--- src/rtl/uart_tx_ctrl_pkg.sv ---
// Shared types and sizing for the UART TX control stage.
// DATA_WIDTH also sizes the controller's bit counter.
package uart_tx_ctrl_pkg;

  localparam int DATA_WIDTH = 8;
  localparam int CNT_W      = (DATA_WIDTH > 1) ? $clog2(DATA_WIDTH) : 1;

  typedef enum logic [2:0] {
    IDLE,
    START,
    DATA,
    PARITY,
    STOP
  } tx_state_t;

  typedef enum logic {
    PAR_EVEN,
    PAR_ODD
  } par_typ_t;

endpackage

--- src/rtl/uart_tx_ctrl_if.sv ---
// Producer/serializer-facing signals of uart_tx_ctrl.
// slave = controller side, master = producer/serializer side.
interface uart_tx_ctrl_if;
  import uart_tx_ctrl_pkg::*;

  logic                  i_baud_tick;
  logic                  i_data_valid;
  logic [DATA_WIDTH-1:0] i_P_DATA;
  logic                  i_par_en;
  logic                  i_par_typ;
  logic                  i_ser_data;

  logic                  o_ready;
  logic                  o_latch_en;
  logic                  o_ser_en;
  logic                  o_busy;
  logic                  o_tx;

  modport slave (
    input  i_baud_tick,
    input  i_data_valid,
    input  i_P_DATA,
    input  i_par_en,
    input  i_par_typ,
    input  i_ser_data,
    output o_ready,
    output o_latch_en,
    output o_ser_en,
    output o_busy,
    output o_tx
  );

  modport master (
    output i_baud_tick,
    output i_data_valid,
    output i_P_DATA,
    output i_par_en,
    output i_par_typ,
    output i_ser_data,
    input  o_ready,
    input  o_latch_en,
    input  o_ser_en,
    input  o_busy,
    input  o_tx
  );

endinterface

--- src/rtl/uart_tx_ctrl_parity_calc.sv ---
// Parity bit for one data word: reduction XOR, inverted for odd parity.
// Only built when UART_TX_PARITY_EN is defined.
`ifdef UART_TX_PARITY_EN
module parity_calc
  import uart_tx_ctrl_pkg::*;
(
  input  logic [DATA_WIDTH-1:0] i_data,
  input  par_typ_t              i_par_typ,
  output logic                  o_par
);

  assign o_par = (^i_data) ^ (i_par_typ == PAR_ODD);

endmodule
`endif

--- src/rtl/uart_tx_ctrl.sv ---
// UART TX frame controller: handshake, serializer strobes, registered TX line.
// Optional parity bit is compiled in with the UART_TX_PARITY_EN macro.
module uart_tx_ctrl
  import uart_tx_ctrl_pkg::*;
(
  input  logic          i_clk,
  input  logic          i_reset,
  uart_tx_ctrl_if.slave bus
);

  tx_state_t        state_q;
  logic [CNT_W-1:0] cnt_q;
  logic             tx_q;
  logic             line_d;
  logic             accept;
  logic             last_bit;

  assign accept   = (state_q == IDLE) & bus.i_data_valid & bus.i_baud_tick;
  assign last_bit = (cnt_q == CNT_W'(DATA_WIDTH - 1));

`ifdef UART_TX_PARITY_EN
  logic par_q;
  logic par_en_q;
  logic par_bit;

  parity_calc u_parity_calc (
    .i_data    (bus.i_P_DATA),
    .i_par_typ (par_typ_t'(bus.i_par_typ)),
    .o_par     (par_bit)
  );
`else
  // Parity inputs stay on the port list for a stable pin-out but are ignored.
  logic unused_par_inputs;
  assign unused_par_inputs = ^{bus.i_par_en, bus.i_par_typ, bus.i_P_DATA};
`endif

  always_comb begin
    line_d = 1'b1;
    case (state_q)
      START:   line_d = 1'b0;
      DATA:    line_d = bus.i_ser_data;
`ifdef UART_TX_PARITY_EN
      PARITY:  line_d = par_q;
`endif
      default: line_d = 1'b1;
    endcase
  end

  // Every transition waits for a baud tick; tx_q trails the state by one clock.
  always_ff @(posedge i_clk or posedge i_reset) begin
    if (i_reset) begin
      state_q  <= IDLE;
      cnt_q    <= '0;
      tx_q     <= 1'b1;
`ifdef UART_TX_PARITY_EN
      par_q    <= 1'b0;
      par_en_q <= 1'b0;
`endif
    end else begin
      tx_q <= line_d;
      if (bus.i_baud_tick) begin
        case (state_q)
          IDLE: begin
            if (bus.i_data_valid) begin
              state_q  <= START;
`ifdef UART_TX_PARITY_EN
              par_q    <= par_bit;
              par_en_q <= bus.i_par_en;
`endif
            end
          end
          START: begin
            state_q <= DATA;
            cnt_q   <= '0;
          end
          DATA: begin
            cnt_q <= cnt_q + CNT_W'(1);
            if (last_bit) begin
`ifdef UART_TX_PARITY_EN
              state_q <= par_en_q ? PARITY : STOP;
`else
              state_q <= STOP;
`endif
            end
          end
`ifdef UART_TX_PARITY_EN
          PARITY:  state_q <= STOP;
`endif
          STOP:    state_q <= IDLE;
          default: state_q <= IDLE;
        endcase
      end
    end
  end

  assign bus.o_ready    = (state_q == IDLE);
  assign bus.o_busy     = (state_q != IDLE);
  assign bus.o_latch_en = accept;
  // The shift lands on the same edge that closes the current data bit.
  assign bus.o_ser_en   = (state_q == DATA) & bus.i_baud_tick;
  assign bus.o_tx       = tx_q;

endmodule

--- src/flat_wrapper.sv ---
// flat-port wrapper written by rule: the top's interface ports become plain ports
module uart_tx_ctrl_flat import uart_tx_ctrl_pkg::*;
  (i_clk, i_reset, bus_i_baud_tick, bus_i_data_valid, bus_i_P_DATA, bus_i_par_en, bus_i_par_typ, bus_i_ser_data, bus_o_ready, bus_o_latch_en, bus_o_ser_en, bus_o_busy, bus_o_tx);
  uart_tx_ctrl_if bus_i ();
  input  logic i_clk;
  input  logic i_reset;
  input wire logic [$bits(bus_i.i_baud_tick)-1:0] bus_i_baud_tick;
  input wire logic [$bits(bus_i.i_data_valid)-1:0] bus_i_data_valid;
  input wire logic [$bits(bus_i.i_P_DATA)-1:0] bus_i_P_DATA;
  input wire logic [$bits(bus_i.i_par_en)-1:0] bus_i_par_en;
  input wire logic [$bits(bus_i.i_par_typ)-1:0] bus_i_par_typ;
  input wire logic [$bits(bus_i.i_ser_data)-1:0] bus_i_ser_data;
  output wire logic [$bits(bus_i.o_ready)-1:0] bus_o_ready;
  output wire logic [$bits(bus_i.o_latch_en)-1:0] bus_o_latch_en;
  output wire logic [$bits(bus_i.o_ser_en)-1:0] bus_o_ser_en;
  output wire logic [$bits(bus_i.o_busy)-1:0] bus_o_busy;
  output wire logic [$bits(bus_i.o_tx)-1:0] bus_o_tx;
  assign bus_i.i_baud_tick = bus_i_baud_tick;
  assign bus_i.i_data_valid = bus_i_data_valid;
  assign bus_i.i_P_DATA = bus_i_P_DATA;
  assign bus_i.i_par_en = bus_i_par_en;
  assign bus_i.i_par_typ = bus_i_par_typ;
  assign bus_i.i_ser_data = bus_i_ser_data;
  assign bus_o_ready = bus_i.o_ready;
  assign bus_o_latch_en = bus_i.o_latch_en;
  assign bus_o_ser_en = bus_i.o_ser_en;
  assign bus_o_busy = bus_i.o_busy;
  assign bus_o_tx = bus_i.o_tx;
  uart_tx_ctrl u_core (.i_clk(i_clk), .i_reset(i_reset), .bus(bus_i));
endmodule
--- config.mk ---
export PLATFORM = sky130hd
export DESIGN_NAME = uart_tx_ctrl_flat
export DESIGN_NICKNAME = d
export VERILOG_FILES = /design/src/rtl/uart_tx_ctrl_pkg.sv /design/src/rtl/uart_tx_ctrl_if.sv /design/src/rtl/uart_tx_ctrl_parity_calc.sv /design/src/rtl/uart_tx_ctrl.sv /design/src/flat_wrapper.sv
export SDC_FILE = /design/constraint.sdc
export NUM_CORES = 1
export LEC_CHECK = 0
export BUFFER_PORTS_ARGS = -buffer_cell sky130_fd_sc_hd__buf_2
export CAP_MARGIN = 30
export CELL_PAD_IN_SITES_DETAIL_PLACEMENT = 0
export CELL_PAD_IN_SITES_GLOBAL_PLACEMENT = 2
export CORE_ASPECT_RATIO = 0.8
export CORE_UTILIZATION = 21
export CTS_CLUSTER_SIZE = 16
export DETAILED_ROUTE_END_ITERATION = 10
export PLACE_DENSITY = 0.74
export SLEW_MARGIN = 30
export SYNTH_ARGS = -nofsm -noshare
export SYNTH_HDL_FRONTEND = slang
export SYNTH_SLANG_ARGS = --single-unit
export TNS_END_PERCENT = 30
--- constraint.sdc ---
create_clock -name i_clk -period 1.3 [get_ports i_clk]
set_input_delay 0.195 -clock i_clk [delete_from_list [all_inputs] [get_ports i_clk]]
set_output_delay 0.195 -clock i_clk [all_outputs]
set_load 0.03 [all_outputs]
==> impl_metrics.env, run 1 <==
export IMPL_path_clk_slew_ps=60
export IMPL_ios=20
export IMPL_rr_worst_depth=5
export IMPL_timing_hold_violations_final=0
export IMPL_drtPass1Iterations=4
export IMPL_crit_type="reg2out"
export IMPL_overflow=0
export IMPL_clock_skew_ps=3.66
export IMPL_area_growth_pct=55.0
export IMPL_endpoint_kind="primary output"
export IMPL_numPlacedInstances=78
export IMPL_reg2reg_to="u_core.cnt_q[2]$_DFFE_PP0P_"
export IMPL_coreArea_um2=1720
export IMPL_rows=13
export IMPL_setup_viol=5
export IMPL_fmax_mhz=697
export IMPL_ys_seq_area_share_pct=42.9
export IMPL_dieArea_um2=2140
export IMPL_drive_above_1_share_pct=54.0
export IMPL_cp_slowest_cell="or3_4"
export IMPL_setup_slack_ps=-135
export IMPL_antennaDiodeCount=0
export IMPL_p_per_area_nw_per_um2=2250
export IMPL_ant_nets=0
export IMPL_syn_num_nets=58
export IMPL_grt_usage_pct=11.9
export IMPL_met3_wirelength_um=71
export IMPL_rsz0062_at_grt="yes"
export IMPL_whs_endpoint="u_core.bus.o_tx$_DFF_PP1_"
export IMPL_hold_path_class="in2reg"
export IMPL_crit_chain="or3_4, clkinvlp_4, buf_6"
export IMPL_fin_tns_setup_ps=-496
export IMPL_min_from="bus_i_ser_data"
export IMPL_fin_nets=81
export IMPL_post_drt_via_cell_ratio=4.47
export IMPL_dp_hpwl_um=662
export IMPL_place_congestion=0.773
export IMPL_wl_per_cell_um=12.6
export IMPL_wl_met1_um=492
export IMPL_violations="setup timing"
export IMPL_grt_start_max_net_pins=8
export IMPL_grt_pass1_vias=358
export IMPL_fin_crit_ps=1440
export IMPL_cp_arrival_ps=1240
export IMPL_placed_area_um2=529
export IMPL_port_buffer_count=9
export IMPL_whs_ps=195
export IMPL_cp_required_ps=1110
export IMPL_h_tree_depth=1
export IMPL_dieHeight_um=41.6
export IMPL_cts_buffers=3
export IMPL_clk_path_buf_depth=2
export IMPL_r2r_start="u_core.cnt_q[1]$_DFFE_PP0P_"
export IMPL_cp_slowest_stage_delay_ps=410
export IMPL_num_vias=380
export IMPL_die_w_um=51.5
export IMPL_cts_root_buf="clkbuf_4"
export IMPL_clkSinkCount=7
export IMPL_rrSetupSlack_ps=-30
export IMPL_grt_pass1_wl_mm=1.79
export IMPL_fin_util_pct=37.0
export IMPL_synth_cell_types=20
export IMPL_start_util_pct=23.9
export IMPL_worst_slew_pin_slew_ps=302
export IMPL_wl_met2_um=498
export IMPL_syn_instance_count=41
export IMPL_synth_seq_cells=7
export IMPL_synth_area_um2=412
export IMPL_max_cap_violations=0
export IMPL_min_path_cells=3
export IMPL_slew_viol_final=0
export IMPL_synth_warnings=0
export IMPL_maxUsedRoutingLayer="met4"
export IMPL_power_leakage_nw=0.283
export IMPL_drc=0
export IMPL_tritoncts="built"
export IMPL_insertion_delay_ps=260
export IMPL_stdcell_count=85
export IMPL_peakVddDrop_mv=0.960
export IMPL_cp_max_fo=2
export IMPL_slew_headroom_pct=79.9
export IMPL_start_kind="flop"
export IMPL_status="complete, but fails checks"
export IMPL_dr_first_iter_drc_count=6
export IMPL_final_cell_area_um2=638
export IMPL_syn_avg_cell_area_um2=10.0
export IMPL_period_share_pct=110
export IMPL_wl_mm=1.07
export IMPL_grt_antenna_before_repair=0
export IMPL_cp_startpoint="u_core.state_q[1]$_DFFE_PP0P_"
placed cells by master, fill, tap and decap left out, types with 2 or more instances in the layout:
| cell | netlist | routed |
|---|---|---|
| a21oi_1 | 3 | 2 |
| and4bb_2 | 2 | 2 |
| buf_2 | 0 | 6 |
| buf_4 | 0 | 9 |
| buf_6 | 1 | 3 |
| clkbuf_4 | 0 | 3 |
| dfrtp_1 | 6 | 6 |
| inv_1 | 4 | 3 |
| nand2b_1 | 3 | 2 |
| nand2b_4 | 1 | 2 |
| nor2_1 | 3 | 2 |
| nor2_4 | 0 | 2 |
| o21ai_0 | 4 | 4 |
| o21ai_1 | 3 | 3 |
sequential cells by signal (all words and copies together) (netlist names):
| signal | cells |
|---|---|
| u_core.bus.o_tx | 1 |
| u_core.cnt_q | 3 |
| u_core.state_q | 3 |
worst max path at each step:
stage,to,depth (start not counted)
after CTS,bus_o_ready,3
after floorplan,bus_o_latch_en,4
after detailed placement,u_core.cnt_q[2]$_DFFE_PP0P_,5
final,bus_o_ready,3
after global placement,u_core.cnt_q[2]$_DFFE_PP0P_,5
after global routing,bus_o_ready,3
final cells by class:
cell class              instances  area [µm²]
clock buffers                   4        26.3
fillers                       182        1090
inverters                       4        18.8
multi-input cells              29         248
flip-flops and latches          7         176
well taps                      22        27.5
repair buffers                 19         141
per-layer routing:
metal / vias to the layer above / track usage (%)
met5: - / 0
met4: 0 / 2.16
met3: 2 / 9.16
met2: 10 / 16.6
met1: 178 / 14.5
li1: 190 / -
power by group:
| group | switching (mW) | total, mW | leakage [nW] | internal [mW] |
|---|---|---|---|---|
| combinational | 0.452 | 0.867 | 0.180 | 0.415 |
| sequential | 0.0564 | 0.364 | 0.0879 | 0.308 |
| clock | 0.0867 | 0.204 | 0.0150 | 0.118 |
synthesized netlist by cell type:
master	n	share of area, %
o22ai_1	1	1.5
dfrtp_1	6	36
nor2_1	3	2.7
nand2b_4	1	3.3
dfstp_2	1	6.4
inv_1	4	3.6
a22o_1	1	2.1
nor2_2	1	1.5
or3_4	1	2.7
ha_1	2	6.1
a21oi_1	3	3.6
nand2_1	1	0.91
nor3_1	1	1.2
nand2b_1	3	4.6
o21ai_0	4	4.9
o2bb2ai_1	1	2.1
buf_6	1	2.7
o21ai_1	3	3.6
nor4b_2	1	3.6
and4bb_2	2	6.1
cell families (layout without fill, tap and decap cells):
logic type,count (synthesis),in the layout,synth area share [%]
AOI/OAI and AO/OA,13,13,17.9
adders and majority gates,2,2,6.08
buffers and inverters,5,27,6.38
DFF,7,7,42.9
and+or+nand+nor,14,14,26.7
worst max-delay path: cells and delay by family (launching register included):
| family | cells | cell delay, ps |
|---|---|---|
| buffers and inverters | 2 | 200 |
| flip-flops | 1 | 390 |
| AND/OR/NAND/NOR | 1 | 410 |
what timing repair did:
action                                  4_1_cts  5_1_grt
hold buffers                                  1        0
endpoints found under the setup margin        5        6
pin swaps                                     0        2
resized for setup                             9        4
buffers inserted                              1        1
endpoints found under the hold margin         6        0
metrics by stage:
step / total power, mW / worst slack, ps
after global placement: 1.05 / -43.9
after floorplan: 0.815 / -41.3
after detailed placement: 1.04 / -35.8
final: 1.44 / -135
after CTS: 1.35 / -132
after global routing: 1.55 / -192
Note: power is estimated with default switching activity, not from simulation.
==> inputs of run 2 (changes only) <==
- PLACE_DENSITY: 0.74 -> unset
- PLACE_DENSITY_LB_ADDON: unset -> 0.1
==> run 2 against run 1 <==
Compared with the run above:
- the flow still finishes with violations (setup timing)
- non-clock buffer count decreased by 2
- sequential share of layout area increased by 2.2 points
- core utilization decreased by 2.5 points
- worst setup slack got worse by 29 ps
==> impl_metrics.env, run 2 (synthesis gave the netlist of run 1 again) <==
export IMPL_status="complete, but fails checks"
export IMPL_violations="setup timing"
export IMPL_clkSinkCount=7
export IMPL_h_tree_depth=1
export IMPL_rows=13
export IMPL_start_util_pct=23.9
export IMPL_fin_crit_ps=1460
export IMPL_placed_area_um2=514
export IMPL_cp_arrival_ps=1270
export IMPL_fmax_mhz=683
export IMPL_slew_headroom_pct=81.1
export IMPL_cp_max_fo=4
export IMPL_overflow=0
export IMPL_drc=0
export IMPL_crit_chain="or3_4, clkinvlp_4, buf_6"
export IMPL_cp_slowest_stage_delay_ps=420
export IMPL_dieHeight_um=41.6
export IMPL_drtPass1Iterations=4
export IMPL_tritoncts="built"
export IMPL_clock_skew_ps=0.814
export IMPL_dr_first_iter_drc_count=9
export IMPL_cts_buffers=3
export IMPL_min_from="bus_i_ser_data"
export IMPL_multi_input_area_um2=223
export IMPL_wl_um=945
export IMPL_cts_root_buf="clkbuf_4"
export IMPL_ant_nets=0
export IMPL_rrSetupSlack_ps=-40
export IMPL_max_cap_violations=0
export IMPL_area_growth_pct=44.7
export IMPL_antennaDiodeCount=0
export IMPL_p_per_area_nw_per_um2=2210
export IMPL_regArea_um2=178
export IMPL_setup_viol=5
export IMPL_stdcell_count=83
export IMPL_peakVddDrop_mv=1.13
export IMPL_grt_start_max_net_pins=9
export IMPL_period_share_pct=113
export IMPL_worst_slew_pin_slew_ps=284
export IMPL_fillers=181
export IMPL_coreArea_um2=1720
export IMPL_rsz0062_at_grt="yes"
export IMPL_num_vias=364
export IMPL_start_kind="flop"
export IMPL_fin_tns_setup_ps=-473
export IMPL_numPlacedInstances=76
export IMPL_crit_type="reg2out"
export IMPL_drive_above_1_share_pct=50.8
export IMPL_ios=20
export IMPL_grt_pass1_wl_mm=1.65
export IMPL_path_clk_slew_ps=50
export IMPL_final_common_cell="buf_4"
export IMPL_setup_slack_ps=-164
export IMPL_endpoint_kind="primary output"
export IMPL_cp_slowest_cell="or3_4"
export IMPL_dp_hpwl_um=675
export IMPL_clk_path_buf_depth=2
export IMPL_grt_usage_pct=10.7
export IMPL_place_congestion=0.645
export IMPL_grt_antenna_before_repair=0
export IMPL_dieArea_um2=2140
export IMPL_die_w_um=51.5
export IMPL_insertion_delay_ps=260
export IMPL_r2r_start="u_core.cnt_q[0]$_DFFE_PP0P_"
export IMPL_port_buffer_count=9
export IMPL_place_worst_setup_slack_ps=-48.7
export IMPL_slew_viol_final=0
export IMPL_wl_per_cell_um=11.4
export IMPL_grt_pass1_vias=377
export IMPL_cp_startpoint="u_core.state_q[0]$_DFFE_PP0P_"
export IMPL_hold_path_class="in2reg"
export IMPL_post_drt_via_cell_ratio=4.39
export IMPL_power_leakage_nw=0.267
export IMPL_cp_required_ps=1110
export IMPL_final_cell_area_um2=596
export IMPL_fin_nets=79
export IMPL_layout_common_cells="buf_4 (8), buf_2 (6), dfrtp_1 (5)"
export IMPL_timing_hold_violations_final=0
[run 2: final timing paths]
check / to / cells after the start
hold / removal: u_core.bus.o_tx$_DFF_PP1_ / 3
hold reg to reg: u_core.bus.o_tx$_DFF_PP1_ / 1
setup reg to reg: u_core.cnt_q[2]$_DFFE_PP0P_ / 5
min in group asynchronous: u_core.state_q[2]$_DFFE_PP0P_ / 3
setup / recovery: bus_o_ready / 3
max in group asynchronous: u_core.bus.o_tx$_DFF_PP1_ / 3
[run 2: cell type report]
type / instances / area share (%)
clock buffer: 4 / 4.41
timing repair buffer: 17 / 20.6
multi-input combinational: 29 / 37.4
tap: 22 / 4.62
sequential: 7 / 29.8
inverter: 4 / 3.15
[run 2: power by group]
part / switching, mW / internal [mW]
combinational: 0.402 / 0.348
clock: 0.0878 / 0.118
sequential: 0.0548 / 0.308
[run 2: metrics by stage]
step | util [%] | power [mW] | hold WS (ps)
after floorplan | - | 0.815 | -2.33
after global placement | 29.8 | 1.00 | 139
after detailed placement | 29.8 | 1.01 | 154
after CTS | 34.5 | 1.33 | 179
after global routing | 34.5 | 1.43 | 200
final | 34.5 | 1.32 | 184
[run 2: metal layers]
metal  GRT usage, %  up-vias  wire length (µm)  share of wire (%)
li1               -      187                 -                  -
met5              0        -                 0                  0
met2           15.6       15               395                 42
met3           3.66        3                62                6.6
met1           13.5      159               458                 48
met4           6.49        0                27                2.9
[run 2: timing repair]
action / in CTS / in global routing
hold buffers: 1 / 0
pin swaps: 3 / 1
resized for setup: 9 / 1
hold endpoints to repair: 6 / 0
endpoints found under the setup margin: 5 / 5
buffers inserted: 2 / 0
[run 2: critical path: cells and delay by family, from the launching register on]
| kind | cells | cell delay (ps) |
|---|---|---|
| buffers and inverters | 2 | 200 |
| and+or+nand+nor | 1 | 420 |
| DFF | 1 | 400 |
==> inputs of run 3 (changes only) <==
- CORE_ASPECT_RATIO: 0.8 -> 1.4
==> run 3 against run 2 <==
Compared with the run above:
- worst setup slack gained 38 ps
- via count rose by 4.7%
- cell count fell by 1.2%
- sequential share of layout area shrank 0.49 points
- wire length rose by 3.3%
- highest routed layer is now met3
- critical path depth unchanged
- critical endpoint unchanged
- flip-flop and latch count unchanged
- largest power group unchanged
- count of clock-buffer cells in the layout did not move
- core utilization is 0.93 points lower
- the run still ends with setup timing left
- largest cell class unchanged
- fmax increased by 2.6%
- clock skew increased by 0.86 ps
==> impl_metrics.env, run 3 (synthesis gave the netlist of run 1 again) <==
export IMPL_status="complete, but fails checks"
export IMPL_violations="setup timing"
export IMPL_clock_skew_ps=1.68
export IMPL_start_kind="flop"
export IMPL_cp_max_fo=4
export IMPL_die_w_um=39.4
export IMPL_cp_arrival_ps=1230
export IMPL_coreArea_um2=1800
export IMPL_path_buf_inv=2
export IMPL_timing_hold_violations_final=0
export IMPL_overflow=0
export IMPL_worst_slew_pin_slew_ps=284
export IMPL_drive_above_1_share_pct=51.6
export IMPL_fin_nets=80
export IMPL_power_leakage_nw=0.277
export IMPL_rows=18
export IMPL_path_delay_family="flip-flops"
export IMPL_start_util_pct=22.8
export IMPL_dieHeight_um=54.4
export IMPL_max_cap_violations=0
export IMPL_ant_nets=0
export IMPL_fillers=204
export IMPL_p_per_area_nw_per_um2=2210
export IMPL_tritoncts="built"
export IMPL_place_congestion=0.667
export IMPL_total_power_mw=1.34
export IMPL_dieArea_um2=2140
export IMPL_period_share_pct=110
export IMPL_dp_hpwl_um=784
export IMPL_fin_util_pct=33.6
export IMPL_grt_pass1_vias=389
export IMPL_slew_headroom_pct=81.0
export IMPL_slew_viol_final=0
export IMPL_clkSinkCount=7
export IMPL_placed_area_um2=512
export IMPL_fmax_mhz=701
export IMPL_post_drt_via_cell_ratio=4.65
export IMPL_grt_antenna_before_repair=0
export IMPL_dr_first_iter_drc_count=5
export IMPL_wl_per_cell_um=11.9
export IMPL_layout_common_cells="buf_4 (9), buf_2 (6), dfrtp_1 (5)"
export IMPL_fin_tns_setup_ps=-408
export IMPL_cp_required_ps=1110
export IMPL_peakVddDrop_mv=0.744
export IMPL_fin_crit_ps=1430
export IMPL_cts_buffers=3
export IMPL_insertion_delay_ps=240
export IMPL_endpoint_kind="primary output"
export IMPL_ios=20
export IMPL_setup_viol=5
export IMPL_final_common_cell="buf_4"
export IMPL_path_clk_slew_ps=50
export IMPL_hold_path_class="in2reg"
export IMPL_grt_pass1_wl_mm=1.68
export IMPL_rsz0062_at_grt="yes"
export IMPL_final_cell_area_um2=606
export IMPL_cp_slowest_cell="dfrtp_1"
export IMPL_setup_slack_ps=-126
export IMPL_num_vias=381
export IMPL_crit_type="reg2out"
export IMPL_area_growth_pct=47.1
export IMPL_crit_chain="or3_4, clkinvlp_4, buf_6"
export IMPL_grt_usage_pct=12.2
export IMPL_drc=0
export IMPL_port_buffer_count=9
export IMPL_drtPass1Iterations=4
export IMPL_cts_root_buf="clkbuf_4"
export IMPL_grt_start_max_net_pins=8
export IMPL_wl_um=976
export IMPL_clk_path_buf_depth=2
export IMPL_cp_slowest_stage_delay_ps=400
export IMPL_h_tree_depth=1
export IMPL_antennaDiodeCount=0
-- run 3: changes by cell type in the layout (fill, tap and decap cells not counted) --
cell / previous run / this run
nor2_2: 1 / 0
nor2_1: 2 / 3
nand2b_1: 3 / 2
buf_4: 8 / 9
nand2b_4: 1 / 2
-- run 3: where the power goes --
part           internal [mW]  switching [mW]  leakage [nW]
clock                  0.117          0.0746        0.0150
combinational          0.366           0.406         0.175
sequential             0.311          0.0615        0.0868
-- run 3: area by class of cell --
cell class	instances	area, µm²	area share [%]
sequential	7	178	29.3
timing repair buffer	18	130	21.5
inverter	4	18.8	3.10
multi-input combinational	29	228	37.6
clock buffer	4	26.3	4.34
tap	20	25.0	4.13
-- run 3: tightest hold or removal path, delay by kind of cell --
family | cells | cell delay [ps]
compound gates | 1 | 60
buf+inv | 1 | 90
simple gates | 1 | 60
-- run 3: metrics by stage --
step	hold slack [ps]	cells	setup WS (ps)
floorplan	-2.33	41	-41.3
global placement	144	74	-54.3
detailed placement	144	74	-70.5
CTS	202	82	-147
global route	203	82	-204
finish	212	82	-126
-- run 3: timing repair --
| action | 4_1_cts | 5_1_grt |
|---|---|---|
| setup buffers | 3 | 0 |
| hold endpoints to repair | 6 | 0 |
| hold buffers | 1 | 0 |
| pin swaps | 2 | 0 |
| setup endpoints to repair | 5 | 6 |
| cloned | 0 | 0 |
| gates resized for setup | 10 | 0 |
-- run 3: worst paths after layout --
path / start / to / slack (ps) / depth (start not counted)
min: bus_i_data_valid / u_core.state_q[0]$_DFFE_PP0P_ / 210 / 3
min in group asynchronous: i_reset / u_core.cnt_q[2]$_DFFE_PP0P_ / 430 / 3
max: u_core.state_q[0]$_DFFE_PP0P_ / bus_o_ready / -130 / 3
max reg2reg: u_core.cnt_q[0]$_DFFE_PP0P_ / u_core.cnt_q[2]$_DFFE_PP0P_ / -30 / 5
max in group asynchronous: i_reset / u_core.bus.o_tx$_DFF_PP1_ / 600 / 3
min reg2reg: u_core.cnt_q[1]$_DFFE_PP0P_ / u_core.cnt_q[1]$_DFFE_PP0P_ / 560 / 2
-- run 3: metal layers --
layer,GRT usage [%],up-vias,share of wire (%)
li1,-,188,-
met1,12.2,182,41
met2,20.8,11,54
met3,4.88,0,4.2
met4,6.90,0,0
met5,0,-,0
